==> config.mk <==
export PLATFORM = sky130hd
export DESIGN_NAME = vfu_mac_sequencer
export DESIGN_NICKNAME = d
export VERILOG_FILES = /design/src/rtl/vfu_pkg.sv /design/src/rtl/vfu_mac_sequencer.sv
export SDC_FILE = /design/constraint.sdc
export NUM_CORES = 1
export LEC_CHECK = 0
export BUFFER_PORTS_ARGS = -buffer_cell sky130_fd_sc_hd__buf_2
export CAP_MARGIN = 20
export CORE_UTILIZATION = 40
export CTS_CLUSTER_SIZE = 25
export DETAILED_ROUTE_END_ITERATION = 10
export GPL_TIMING_DRIVEN = 0
export MAX_ROUTING_LAYER = met4
export PLACE_DENSITY = 0.8
export SLEW_MARGIN = 20
export SYNTH_ARGS = -nofsm -noshare
export SYNTH_HDL_FRONTEND = slang
export SYNTH_SLANG_ARGS = --single-unit
==> constraint.sdc <==
create_clock -name CLK -period 2.8 [get_ports CLK]
set_input_delay 0.56 -clock CLK [delete_from_list [all_inputs] [get_ports CLK]]
set_output_delay 0.56 -clock CLK [all_outputs]
set_load 0.005 [all_outputs]
==> src/rtl/vfu_pkg.sv <==
// vfu_pkg: shared widths, MAC latency default and sequencer state encoding for the MAC VFU
package vfu_pkg;
  localparam int DATA_W_DEFAULT = 32;
  localparam int LEN_W_DEFAULT = 8;
  localparam int MAC_LAT_DEFAULT = 3;
  typedef enum logic [1:0] {IDLE, ISSUE, WAIT, OUT} state_t;
endpackage

==> src/rtl/vfu_mac_sequencer.sv <==
// vfu_mac_sequencer: issues vector FMA element triples to the MAC one at a time and streams back results
module vfu_mac_sequencer
  import vfu_pkg::*;
#(
  parameter int DATA_W = DATA_W_DEFAULT,
  parameter int LEN_W = LEN_W_DEFAULT,
  parameter int MAC_LAT = MAC_LAT_DEFAULT
) (
  input  logic                CLK,
  input  logic                RST,
  input  logic                cmd_valid,
  output logic                cmd_ready,
  input  logic [LEN_W-1:0]    cmd_len,
  input  logic                elem_valid,
  output logic                elem_ready,
  input  logic [DATA_W-1:0]   elem_a,
  input  logic [DATA_W-1:0]   elem_b,
  input  logic [DATA_W-1:0]   elem_c,
  output logic                mac_en,
  output logic [DATA_W-1:0]   mac_m1,
  output logic [DATA_W-1:0]   mac_m2,
  output logic [DATA_W-1:0]   mac_addend,
  input  logic [2*DATA_W-1:0] mac_result,
  input  logic                mac_rdy,
  output logic                res_valid,
  input  logic                res_ready,
  output logic [2*DATA_W-1:0] res_data,
  output logic                res_last,
  output logic                done,
  output logic                busy,
  output logic                err
);
  localparam int LAT_W = $clog2(MAC_LAT + 1);
  state_t state;
  logic [LEN_W-1:0] rem;
  logic [LAT_W-1:0] cnt;
  always_ff @(posedge CLK) begin
    if (RST) begin
      state <= IDLE;
      cmd_ready <= 1'b1;
      elem_ready <= 1'b0;
      mac_en <= 1'b0;
      mac_m1 <= '0;
      mac_m2 <= '0;
      mac_addend <= '0;
      res_valid <= 1'b0;
      res_data <= '0;
      res_last <= 1'b0;
      done <= 1'b0;
      busy <= 1'b0;
      err <= 1'b0;
      rem <= '0;
      cnt <= '0;
    end else begin
      mac_en <= 1'b0;
      done <= 1'b0;
      case (state)
        IDLE: if (cmd_valid) begin
          if (cmd_len == '0) done <= 1'b1;
          else begin
            rem <= cmd_len;
            cmd_ready <= 1'b0;
            elem_ready <= 1'b1;
            busy <= 1'b1;
            state <= ISSUE;
          end
        end
        ISSUE: if (elem_valid) begin
          mac_m1 <= elem_a;
          mac_m2 <= elem_b;
          mac_addend <= elem_c;
          mac_en <= 1'b1;
          elem_ready <= 1'b0;
          cnt <= LAT_W'(MAC_LAT);
          state <= WAIT;
        end
        // cnt reaches zero in the cycle the MAC result becomes valid
        WAIT: if (cnt == '0) begin
          res_data <= mac_result;
          res_last <= (rem == LEN_W'(1));
          res_valid <= 1'b1;
          if (!mac_rdy) err <= 1'b1;
          state <= OUT;
        end else cnt <= cnt - LAT_W'(1);
        OUT: if (res_ready) begin
          res_valid <= 1'b0;
          rem <= rem - LEN_W'(1);
          if (rem == LEN_W'(1)) begin
            done <= 1'b1;
            busy <= 1'b0;
            cmd_ready <= 1'b1;
            state <= IDLE;
          end else begin
            elem_ready <= 1'b1;
            state <= ISSUE;
          end
        end
        default: state <= IDLE;
      endcase
    end
  end
endmodule

=== Word level (Yosys, flattened, before mapping) ===
Index checks and enable logic that the tools add are counted.

* Output and inout bits: 168
* Register bits after elaboration: 180

* Muxes and demuxes: 37
* Bitwise logic cells: 2
* Reduce and logical (&&, ||, !) cells: 17
* $add $sub $neg: 2
* Eq/ne operators: 12

{| class="wikitable"
|+ Operators by type and width
! kind !! number
|-
| $mux W8 || 3
|-
| $mux W1 || 19
|-
| $ne A2 B2 Y1 const B || 8
|-
| $pmux W8 S2 || 1
|-
| $mux W2 || 7
|-
| $reduce_and A5 Y1 || 2
|-
| $reduce_and A3 Y1 || 3
|-
| $eq A8 B1 Y1 const B || 1
|-
| $logic_not A8 Y1 || 1
|-
| $pmux W1 S2 || 4
|-
| $pmux W2 S4 || 1
|-
| $sub A8 B1 Y8 const B || 1
|-
| $reduce_and A6 Y1 || 1
|-
| $reduce_bool A2 Y1 || 3
|-
| $eq A2 B2 Y1 const B || 2
|-
| $logic_not A2 Y1 || 2
|-
| $pmux W2 S2 || 1
|-
| $reduce_and A2 Y1 || 2
|-
| $reduce_and A4 Y1 || 1
|-
| $pmux W1 S3 || 1
|-
| $reduce_bool A3 Y1 || 1
|-
| $eq A2 B1 Y1 const B || 1
|-
| $not A1 Y1 || 2
|-
| $reduce_or A2 Y1 || 1
|-
| $sub A2 B1 Y2 const B || 1
|}

=== Depth between registers and ports, before layout ===
Gate-level depths: netlist of the first run.

* Word-level depth: 4
* Depth in mapped cells: 8
* Gate-level depth less buffers: 6

=== Least setup slack after synthesis of the first run ===
OpenSTA, ideal clock, no wires.

* Path kind: reg-to-reg
* Start point: register state[1]
* End point: register elem_ready
* Cell stages (with the launch flop): 7
* Slack: 1.076 ns
* Arrival time: 1.601 ns
* Cells stage by stage: dfxtp_1 > inv_1 > ha_1 > nand2b_1 > nand3_1 > a2111oi_2 > mux2_1

* Longest elaborated chain between the ends: 3
* Elaborated cells on any way between the ends: 11
* Classes of those cells: eq/ne (7); mux (1); reduce/logical (3)

{| class="wikitable"
|+ RTL lines
! item !! line !! RTL
|-
| from (decl) || vfu_mac_sequencer.sv:34 || <nowiki>state_t state;</nowiki>
|-
| from (signal assigned) || vfu_mac_sequencer.sv:39 || <nowiki>state <= IDLE;</nowiki>
|-
| from (signal assigned) || vfu_mac_sequencer.sv:65 || <nowiki>state <= ISSUE;</nowiki>
|-
| from (signal assigned) || vfu_mac_sequencer.sv:75 || <nowiki>state <= WAIT;</nowiki>
|-
| $eq A2 B2 Y1, or another cell as far along || vfu_mac_sequencer.sv:57 || <nowiki>case (state)</nowiki>
|-
| $ne A2 B2 Y1 (no line) / $reduce_bool A3 Y1 (equally long branches) || - ||
|-
| $reduce_and A6 Y1 (no line) || - ||
|-
| to (signal assigned) || vfu_mac_sequencer.sv:63 || <nowiki>elem_ready <= 1'b1;</nowiki>
|-
| to (signal assigned) || vfu_mac_sequencer.sv:73 || <nowiki>elem_ready <= 1'b0;</nowiki>
|-
| to (signal assigned) || vfu_mac_sequencer.sv:94 || <nowiki>elem_ready <= 1'b1;</nowiki>
|-
| to (decl) || vfu_mac_sequencer.sv:15 || <nowiki>output logic elem_ready,</nowiki>
|}

Parallel ways exist; a longest one is shown, timed or not.
A chain may end at the register's enable or synchronous reset.

=== Worst setup path in the final report of the first run ===
* Start point: register state[1]
* End point: register mac_addend[18]

* Longest elaborated chain between the ends: 2

{| class="wikitable"
|+ RTL lines
! item !! line !! RTL
|-
| $eq A2 B1 Y1 || vfu_mac_sequencer.sv:57 ||
|-
| $reduce_and A2 Y1 (no line) || - ||
|-
| to (signal assigned) || vfu_mac_sequencer.sv:71 || <nowiki>mac_addend <= elem_c;</nowiki>
|-
| to (decl) || vfu_mac_sequencer.sv:22 || <nowiki>output logic [DATA_W-1:0] mac_addend,</nowiki>
|}

Every way passes these cells.

==> results of run 1 <==
## power by group through the flow
stage	clock (mW)	sequential, mW	combinational (mW)
floorplan	0	3.24	1.24
detailed placement	0	3.23	2.12
global route	2.71	3.22	2.38
CTS	2.62	3.17	2.13
global placement	0	3.21	2.08
finish	2.57	3.18	2.12
## Yosys cell counts, types with 2 or more instances
| master | instances | area share |
|---|---|---|
| a211oi_1 | 5 | 0.0056 |
| nand2_1 | 329 | 0.18 |
| buf_4 | 3 | 0.0033 |
| nand2b_1 | 4 | 0.0037 |
| o211ai_1 | 2 | 0.0022 |
| clkbuf_1 | 38 | 0.021 |
| ha_1 | 9 | 0.017 |
| and2_1 | 3 | 0.0028 |
| dfxtp_1 | 180 | 0.54 |
| nor2b_1 | 5 | 0.0046 |
| a2bb2oi_1 | 2 | 0.0026 |
| nand3_1 | 3 | 0.0022 |
| a311oi_1 | 2 | 0.0026 |
| a21oi_1 | 171 | 0.13 |
| o31ai_1 | 3 | 0.0033 |
| o21ai_0 | 3 | 0.0022 |
| nor2_1 | 14 | 0.0078 |
| mux2i_1 | 2 | 0.0030 |
| buf_6 | 3 | 0.0050 |
| buf_2 | 4 | 0.0030 |
| buf_1 | 12 | 0.0067 |
| inv_1 | 7 | 0.0039 |
| nor4_2 | 3 | 0.0056 |
| a31oi_1 | 3 | 0.0028 |
| nand4_1 | 5 | 0.0046 |
## worst register-to-register path: cells and delay by family (launching register included)
kind            cells  cell delay (ns)
compound gates      1             0.14
simple gates        2             0.31
fa+ha+maj           1             0.29
buf+inv             4             1.13
flops               1             0.36
## flip-flops by register name, summed over array words and instances, names as in the netlist, 2 cells and up
name,count
state,2
mac_m1,32
mac_addend,32
mac_m2,32
rem,8
cnt,2
res_data,64
## how the worst max path moves through the flow
stage             start        endpoint  cells past startpoint  slack (ns)
3_3_place_gp   state[1]  mac_addend[18]                      8        0.45
6_report       state[1]  mac_addend[18]                      8        0.50
4_1_cts        state[1]  mac_addend[18]                      8        0.41
5_1_grt        state[1]  mac_addend[15]                      8        0.29
2_1_floorplan  state[1]      elem_ready                      6        1.08
3_5_place_dp   state[1]  mac_addend[18]                      8        0.43
## through the flow
stage / setup WS, ns / std cells / utilization / hold slack (ns)
after detailed placement: 0.426 / 1403 / 0.527 / 0.443
after global placement: 0.451 / 1403 / 0.527 / 0.438
after CTS: 0.410 / 1435 / 0.566 / 0.351
after global routing: 0.285 / 1435 / 0.566 / 0.361
final: 0.501 / 1435 / 0.566 / 0.369
after floorplan: 1.08 / 842 / - / 0.453
## layer usage
layer  routed length [um]  up-vias
li1                     -     3502
met1                 9100     3205
met2                10100      276
met3                 1020       59
met4                  792        0
met5                    0        -
## final cells by class
class / instances / area (um2) / area share
flip-flops and latches: 180 / 3600 / 0.385
multi-input cells: 594 / 2830 / 0.303
repair buffers: 341 / 1710 / 0.183
clock buffers: 19 / 443 / 0.0474
well taps: 220 / 275 / 0.0294
plain buffers: 61 / 269 / 0.0288
clock inverters: 13 / 194 / 0.0207
inverters: 7 / 26.3 / 0.00281
## cells in the final DEF, fill, tap and decap left out, types with 5 or more instances in the layout
| cell type | instances |
|---|---|
| a211oi_1 | 5 |
| a21oi_1 | 171 |
| buf_1 | 12 |
| buf_2 | 345 |
| clkbuf_1 | 39 |
| clkbuf_16 | 17 |
| dfxtp_1 | 180 |
| ha_1 | 9 |
| inv_1 | 7 |
| nand2_1 | 329 |
| nand4_1 | 5 |
| nor2_1 | 14 |
| nor2b_1 | 5 |
## logic make-up (layout without fill, tap and decap cells)
| family | after synthesis | in the layout | share of synthesized area |
|---|---|---|---|
| and+or+nand+nor | 379 | 379 | 0.231 |
| muxes | 4 | 4 | 0.00632 |
| adders and majority gates | 9 | 9 | 0.0167 |
| buffers and inverters | 68 | 441 | 0.0439 |
| DFF | 180 | 180 | 0.535 |
| AOI/OAI and AO/OA | 202 | 202 | 0.167 |
==> metrics.md, run 1 <==
| Metric | Value |
|---|---|
| Final Setup Violations | `0` |
| GRT Util Overall | `0.246` |
| Cell variety after synth | `52` |
| Tightest Pin Transition | `0.898 ns` |
| Initial antenna violation count | `0` |
| Area grow syn2layout | `38.9%` |
| RSZ-0062 raised after global routing | `no` |
| FILL cells | `1591` |
| Register share of total power | `0.404` |
| Nets | `1385` |
| Via density | `4.91` |
| Hold Crit Class | `in -> reg` |
| Routed len/inst | `14.6 um` |
| Post-CTS Setup Bufs | `0` |
| Worst hold endpoint | `mac_addend[14]` |
| Hold Buf Count CTS | `0` |
| Post-synth EDFFs | `0` |
| Clock Latency Late Sink | `0.42 ns` |
| I/O Buffers | `341` |
| Worst R2R Setup Slack | `0.50 ns` |
| Final TNS setup | `0 ns` |
| Net Sw Frac | `0.320` |
| Yosys Warn Count | `0` |
| Relative slew slack | `0.401` |
| Leakage | `4.16 nW` |
| Post-synth ARST share | `0` |
| Remaining DRCs | `0` |
| Peak supply drop | `460 uV` |
| Final instance area | `9350 um2` |
| Global-route met1 utilization | `0.294` |
| # Max-Cap Violations | `0` |
| GRT busiest layer | `met2` |
| Clock network power share | `0.326` |
| Shortest period the worst path allows | `2.30 ns` |
| First-pass GRT wire length | `33000 um` |
| Worst Setup End Kind | `flip-flop` |
| Via Count | `7042` |
| DP HPWL | `16000 um` |
| Power Internal | `5.35 mW` |
| Tcrit/Tclk final | `0.821` |
| Crit-path leading delay family | `buffers and inverters` |
| Status | `finished clean` |
| Skew final | `0.00978 ns` |
| Die Wd | `132 um` |
| Hold path startpoint | `elem_c[14]` |
| DIE AREA | `17300 um2` |
| Post-route antenna net violation count | `0` |
| Clk buf depth | `2` |
| Die Y | `132 um` |
| Largest stage delay, worst path | `0.61 ns` |
| CTS Buf Count | `17` |
| Reg2Reg Depth | `8` |
| DR iter-0 viols | `333` |
| Root Driver | `clkbuf_16` |
| Hold Path Stages | `3` |
| CP Cell Sequence | `inv_1 > ha_1 > and2_1 > buf_2 > buf_2 > buf_1 > nand2_1 > a21oi_1` |
| Placement Cell Area | `8710 um2` |
| N_diodes | `0` |
| WL final | `21000 um` |
| CORE AREA | `16500 um2` |
| RR Startpoint | `state[1]` |
| Synth Flop Type | `dfxtp_1` |
| Max Fclk | `0.435 GHz` |
| Slew Viols, Final | `0` |
| CTS clock-pin slew for the worst setup and hold paths | `0.07 ns` |
| CTS Sinks | `180` |
| Pin count of the biggest net entering global routing | `17` |
| WP data required | `3.14 ns` |
| Endpoints failing hold | `0` |
| Grt met2 use | `0.402` |
| FP Rows | `47` |
| PwrDens | `841 nW/um2` |
| Worst Path Arrival | `2.64 ns` |
| Post-CTS sizing | `0` |
| Mapped Cells | `842` |
| Psw | `2.52 mW` |
| Synth Cell Area | `6730 um2` |
| Met3 Track Usage GR | `0.0405` |
| Tot Pwr | `7.87 mW` |
| Gate power share | `0.270` |
| CTS tree | `built` |
| CP most frequent cell | `buf_2` |
| Global route total overflow | `0` |
| Layout cells sized above 1 | `0.325` |
| Startpoint types | `flip-flop` |
| Final Wtd Congestion | `0.930` |
| Number of global-route vias before repair | `6428` |
| Post-Syn Nets | `1025` |
| TritonRoute pass-1 iters | `5` |
| CP Max Fanout | `10` |
| Buf/Inv on CP | `4` |
| Synthesized area per cell | `7.99 um2` |
| Sequential area share after synthesis | `0.535` |
| Starting Density | `0.407` |
| Number of H-tree levels | `4` |
| CP max-delay cell | `buf_1` |
| Yosys reg bits | `180` |
| I/O pin cnt | `342` |
| CP Class | `reg -> reg` |
| Reg2reg end | `mac_addend[18]` |
Power figures use the tool's default switching activity.
==> run 2, diff against run 1 <==
ABC_AREA = 1   (was default)
clock period = 2.17 ns   (was 2.8 ns; I/O delays follow)
==> run 2 against run 1 <==
Cell count increased by 2.9%. Flip-flop and latch count unchanged. Clock skew up 0.0074 ns. Non-clock buffer count down 5. Fmax is 21% higher. Clock-buffer cell count is 1 higher. Global-route usage shrank 0.32 points. Setup slack worse by 0.23 ns. Synthesized cell count increased by 5.2%. Wire length decreased by 3.2%. Hold slack lost 0.12 ns. Sequential share of layout area up 0.13 points. Critical endpoint is now res_data[59]. Largest cell class unchanged.
==> metrics.md, run 2 <==
| Metric | Value |
|---|---|
| Status | `finished clean` |
| Relative slew slack | `0.634` |
| Largest register FFs | `64` |
| Die Wd | `131 um` |
| Nets | `1429` |
| CORE AREA | `16100 um2` |
| Synth Cell Area | `6700 um2` |
| Final Wtd Congestion | `0.907` |
| Clock network power share | `0.279` |
| Remaining DRCs | `0` |
| Post-synth EDFFs | `0` |
| Sequential area share after synthesis | `0.538` |
| Layout cells sized above 1 | `0.316` |
| FP Rows | `46` |
| Leakage | `4.51 nW` |
| PwrDens | `1280 nW/um2` |
| Number of H-tree levels | `4` |
| Die Y | `131 um` |
| Synth area leaders | `dfxtp_1 (54%), nor2_1 (19%), o21ai_0 (13%)` |
| Hold Buf Count CTS | `0` |
| Tcrit/Tclk final | `0.876` |
| RSZ-0062 raised after global routing | `no` |
| Yosys Warn Count | `0` |
| Cell variety after synth | `21` |
| Post-CTS sizing | `0` |
| Max Fclk | `0.526 GHz` |
| Synth top cells by count | `nor2_1 (342), dfxtp_1 (180), o21ai_0 (168)` |
| Initial antenna violation count | `1` |
| Global route total overflow | `0` |
| Register bank with the most flops | `res_data` |
| Post-CTS Setup Bufs | `0` |
| DP HPWL | `15600 um` |
| Origin of the worst setup path | `state[0]` |
| Hold Crit Class | `in -> reg` |
| WL final | `20300 um` |
| WHS | `0.249 ns` |
| Top-count cell post-synth | `nor2_1` |
| CTS clock-pin slew for the worst setup and hold paths | `0.07 ns` |
| Commonest non-fill, non-tap cells in the layout | `buf_2 (347), nor2_1 (342), dfxtp_1 (180)` |
| Area leader, netlist | `dfxtp_1` |
| Peak supply drop | `579 uV` |
| CTS Buf Count | `17` |
| Psw | `4.11 mW` |
| Clock Latency Late Sink | `0.43 ns` |
| Net Sw Frac | `0.344` |
| CP Max Fanout | `10` |
| WP data required | `2.52 ns` |
| Post-route antenna net violation count | `0` |
| Root Driver | `clkbuf_16` |
| Synthesized area per cell | `7.56 um2` |
| I/O Buffers | `341` |
| CTS tree | `built` |
| Routed len/inst | `13.8 um` |
| Power Internal | `7.81 mW` |
| Skew final | `0.0172 ns` |
| Via density | `4.73` |
| Post-Syn Nets | `1069` |
| CP Class | `reg -> reg` |
| # Max-Cap Violations | `0` |
| Endpoints failing hold | `0` |
| First-pass GRT wire length | `32400 um` |
| Final Setup Violations | `0` |
| Final TNS setup | `0 ns` |
| RR Startpoint | `state[0]` |
| Post-synth ARST share | `0` |
| Commonest non-fill, non-tap cell in the layout | `buf_2` |
| Worst Setup End Kind | `flip-flop` |
| Gate power share | `0.333` |
| GRT Util Overall | `0.243` |
| Worst R2R Setup Slack | `0.27 ns` |
| Tightest Pin Transition | `0.550 ns` |
| Number of global-route vias before repair | `6510` |
| TritonRoute pass-1 iters | `5` |
| Slew Viols, Final | `0` |
| Worst Path Arrival | `2.25 ns` |
| Startpoint types | `flip-flop` |
| Via Count | `6983` |
| Pin count of the biggest net entering global routing | `17` |
| CTS Sinks | `180` |
| Hold path startpoint | `elem_c[8]` |
| Starting Density | `0.416` |
| Yosys reg bits | `180` |
| Mapped Cells | `886` |
| Synth top area share | `0.538` |
| DR iter-0 viols | `338` |
| Clk buf depth | `2` |
| I/O pin cnt | `342` |
| Shortest period the worst path allows | `1.90 ns` |
| Synth Flop Type | `dfxtp_1` |
| Register share of total power | `0.387` |
| DIE AREA | `17300 um2` |
| Area grow syn2layout | `39.1%` |
-- run 2: cell count changes after synthesis, sizes merged, moves of 5 or more --
cell | previous run | this run
nor2b | 5 | 0
nand3 | 4 | 16
inv | 7 | 27
nor2 | 14 | 344
o21ai | 3 | 177
nand2 | 329 | 53
a211oi | 5 | 0
a21oi | 171 | 18
-- run 2: area by class of cell --
| type | count | area, um2 |
|---|---|---|
| Clock inverter | 12 | 191 |
| Timing Repair Buffer | 341 | 1710 |
| Fill cell | 1557 | 6800 |
| Inverter | 27 | 101 |
| Multi-Input combinational cell | 623 | 2710 |
| Buffer | 56 | 282 |
| Tap cell | 216 | 270 |
| Antenna cell | 1 | 2.50 |
| Clock buffer | 20 | 447 |
| Sequential cell | 180 | 3600 |
-- run 2: power groups by stage --
stage / Combinational, mW / Clock (mW) / Sequential (mW)
finish: 3.97 / 3.33 / 4.62
CTS: 3.99 / 3.40 / 4.62
global route: 4.53 / 3.54 / 4.72
detailed placement: 3.97 / 0 / 4.68
floorplan: 2.31 / 0 / 4.75
global placement: 3.88 / 0 / 4.65
-- run 2: logic make-up (layout without fill, tap and decap cells) --
kind of cell | Yosys count | count (layout) | share of synthesized area
AND/OR/NAND/NOR | 417 | 417 | 0.240
AO/OA/AOI/OAI | 197 | 197 | 0.148
flip-flops | 180 | 180 | 0.538
buffers and inverters | 83 | 456 | 0.0571
adder cells (fa/ha/maj) | 9 | 9 | 0.0168
other | 0 | 1 | 0
-- run 2: through the flow --
step                instances  utilization  setup slack [ns]  instance area [um2]  power [mW]
global placement         1443        0.538             0.305                 8680        8.53
detailed placement       1443        0.538             0.272                 8680        8.65
global route             1476        0.578            0.0471                 9320        12.8
CTS                      1475        0.578             0.256                 9320        12.0
finish                   1476        0.578             0.269                 9320        11.9
floorplan                 886            -             0.725                 6700        7.06
-- run 2: final timing paths --
path,depth (start not counted),end
max,7,res_data[59]
min,3,mac_addend[8]
max reg2reg,7,res_data[59]
min reg2reg,2,busy
-- run 2: critical path, cell delays in order (launching register included) --
cell and delay (ns):
dfxtp_1 0.40, inv_1 0.12, ha_1 0.29, nand2_1 0.20, buf_4 0.24, clkbuf_1 0.32
o21ai_0 0.16, nor2_1 0.12
-- run 2: per-layer routing --
metal  share of wire  global-route usage  up-vias
met4           0.029               0.103        0
met3           0.060              0.0579       42
met1            0.41               0.275     3119
met5               0                   -        -
li1                -                   -     3558
met2            0.50               0.410      264
==> run 3, diff against run 2 <==
BUFFER_PORTS_ARGS = -buffer_cell sky130_fd_sc_hd__clkbuf_2   (was -buffer_cell sky130_fd_sc_hd__buf_2)
clock period = 2 ns   (was 2.17 ns; I/O delays follow)
==> run 3 against run 2 <==
Global-route usage shrank 0.19 points. Critical path depth is the same. Wire length shrank 0.16%. Flip-flop and latch count is the same. Die area is the same. Non-clock buffer count is the same. First-iteration DRC count shrank 3.6%. Via count shrank 0.32%. Fmax grew 4.3%. Core utilization grew 0.21 points. Clock-buffer cell count is the same. Critical endpoint is now cnt[0].
==> metrics.md, run 3 (synthesis gave the netlist of run 2 again) <==
| Metric | Value |
|---|---|
| Die Wd | `131 um` |
| Clock Latency Late Sink | `0.43 ns` |
| Slew Viols, Final | `0` |
| Initial antenna violation count | `0` |
| CTS Buf Count | `17` |
| Tcrit/Tclk final | `0.911` |
| Worst Path Arrival | `2.13 ns` |
| CP Cell Sequence | `inv_1 > ha_1 > nand2_1 > buf_4 > o211ai_1 > o21ai_0 > a21oi_1` |
| I/O Buffers | `341` |
| Routed len/inst | `13.8 um` |
| Area grow syn2layout | `39.6%` |
| WL final | `20300 um` |
| Relative slew slack | `0.641` |
| Via density | `4.72` |
| Peak supply drop | `589 uV` |
| DR iter-0 viols | `326` |
| TritonRoute pass-1 iters | `5` |
| Max Fclk | `0.549 GHz` |
| Number of H-tree levels | `4` |
| Final core utilization | `0.580` |
| Via Count | `6961` |
| Startpoint types | `flip-flop` |
| Register bank with the most flops | `res_data` |
| Largest register FFs | `64` |
| CP Max Fanout | `10` |
| Post-route antenna net violation count | `0` |
| Met3 WL post-DR | `1280 um` |
| Layout cells sized above 1 | `0.320` |
| Starting Density | `0.416` |
| Final TNS setup | `0 ns` |
| PwrDens | `1400 nW/um2` |
| I/O pin cnt | `342` |
| Final Setup Violations | `0` |
| Endpoints failing hold | `0` |
| FILL cells | `1515` |
| Global route total overflow | `0` |
| Die Y | `131 um` |
| M1 WL | `8320 um` |
| Met2 wire length | `10200 um` |
| WP data required | `2.31 ns` |
| Skew final | `0.0256 ns` |
| RSZ-0062 raised after global routing | `no` |
| Number of global-route vias before repair | `6488` |
| N_diodes | `0` |
| CORE AREA | `16100 um2` |
| Hold Crit Class | `in -> reg` |
| Clk buf depth | `2` |
| Area of the multi-input gates | `2710 um2` |
| Nets | `1429` |
| Leakage | `4.46 nW` |
| CP Class | `reg -> reg` |
| WHS | `0.214 ns` |
| Largest stage delay, worst path | `0.39 ns` |
| CTS tree | `built` |
| Tightest Pin Transition | `0.538 ns` |
| DP HPWL | `15600 um` |
| Root Driver | `clkbuf_16` |
| GRT Util Overall | `0.241` |
| Pin count of the biggest net entering global routing | `17` |
| Post-CTS sizing | `0` |
| Shortest period the worst path allows | `1.82 ns` |
| CTS Sinks | `180` |
| Post-route insts no fill | `1475` |
| Hold Buf Count CTS | `0` |
| Placed instance count | `1443` |
| DIE AREA | `17300 um2` |
| First-pass GRT wire length | `32200 um` |
| Reg2Reg Depth | `7` |
| Remaining DRCs | `0` |
| CTS clock-pin slew for the worst setup and hold paths | `0.07 ns` |
| DR top layer | `met4` |
| CP max-delay cell | `dfxtp_1` |
| Worst Setup End Kind | `flip-flop` |
| Hold Path Stages | `3` |
| Status | `finished clean` |
| FP Rows | `46` |
| Sequential Area | `3600 um2` |
| Commonest non-fill, non-tap cells in the layout | `clkbuf_2 (345), nor2_1 (342), dfxtp_1 (180)` |
| Tot Pwr | `13.1 mW` |
| Commonest non-fill, non-tap cell in the layout | `clkbuf_2` |
| Final Wtd Congestion | `0.895` |
| # Max-Cap Violations | `0` |
| Post-CTS Setup Bufs | `0` |
[run 3: cell types whose count changed in the layout (fill, tap and decap cells not counted), sizes merged]
| cell | change |
|---|---|
| bufinv | +1 |
| clkbuf | +341 |
| buf | -341 |
| clkinvlp | -1 |
| diode | -1 |
[run 3: layout make-up]
cell class,count,share of cell area
Buffer,56,0.0306
Multi-Input combinational cell,623,0.290
Clock buffer,20,0.0488
Sequential cell,180,0.385
Clock inverter,12,0.0227
Inverter,27,0.0108
Timing Repair Buffer,341,0.182
Tap cell,216,0.0289
[run 3: metrics by stage]
step | worst slack (ns) | instance area (um2)
3_3_place_gp | 0.146 | 8680
6_report | 0.177 | 9350
3_5_place_dp | 0.122 | 8680
2_1_floorplan | 0.555 | 6700
4_1_cts | 0.116 | 9350
5_1_grt | 0.0200 | 9350
[run 3: power by group]
part / leakage [nW] / switching, mW / internal, mW
clock: 0.329 / 1.46 / 2.32
sequential: 1.47 / 0.503 / 4.54
combinational: 2.66 / 2.53 / 1.79
total: 4.46 / 4.49 / 8.64
[run 3: path summary, 6_finish.rpt]
path	from	end	slack, ns
setup / recovery	state[0]	cnt[0]	0.18
hold / removal	mac_result[22]	res_data[22]	0.21
setup reg to reg	state[0]	cnt[0]	0.18
hold reg to reg	cnt[1]	cnt[1]	0.46
[run 3: metal layers]
layer	vias up	GRT usage
met4	0	0.0950
met1	3117	0.267
li1	3548	-
met2	255	0.414
met3	41	0.0625
met5	-	-
[run 3: critical path, delay by kind of cell, from the launching register on]
kind                     cells  cell delay, ns
AND/OR/NAND/NOR              1            0.21
AO/OA/AOI/OAI                3            0.48
flip-flops                   1            0.39
buffers and inverters        2            0.35
adder cells (fa/ha/maj)      1            0.28
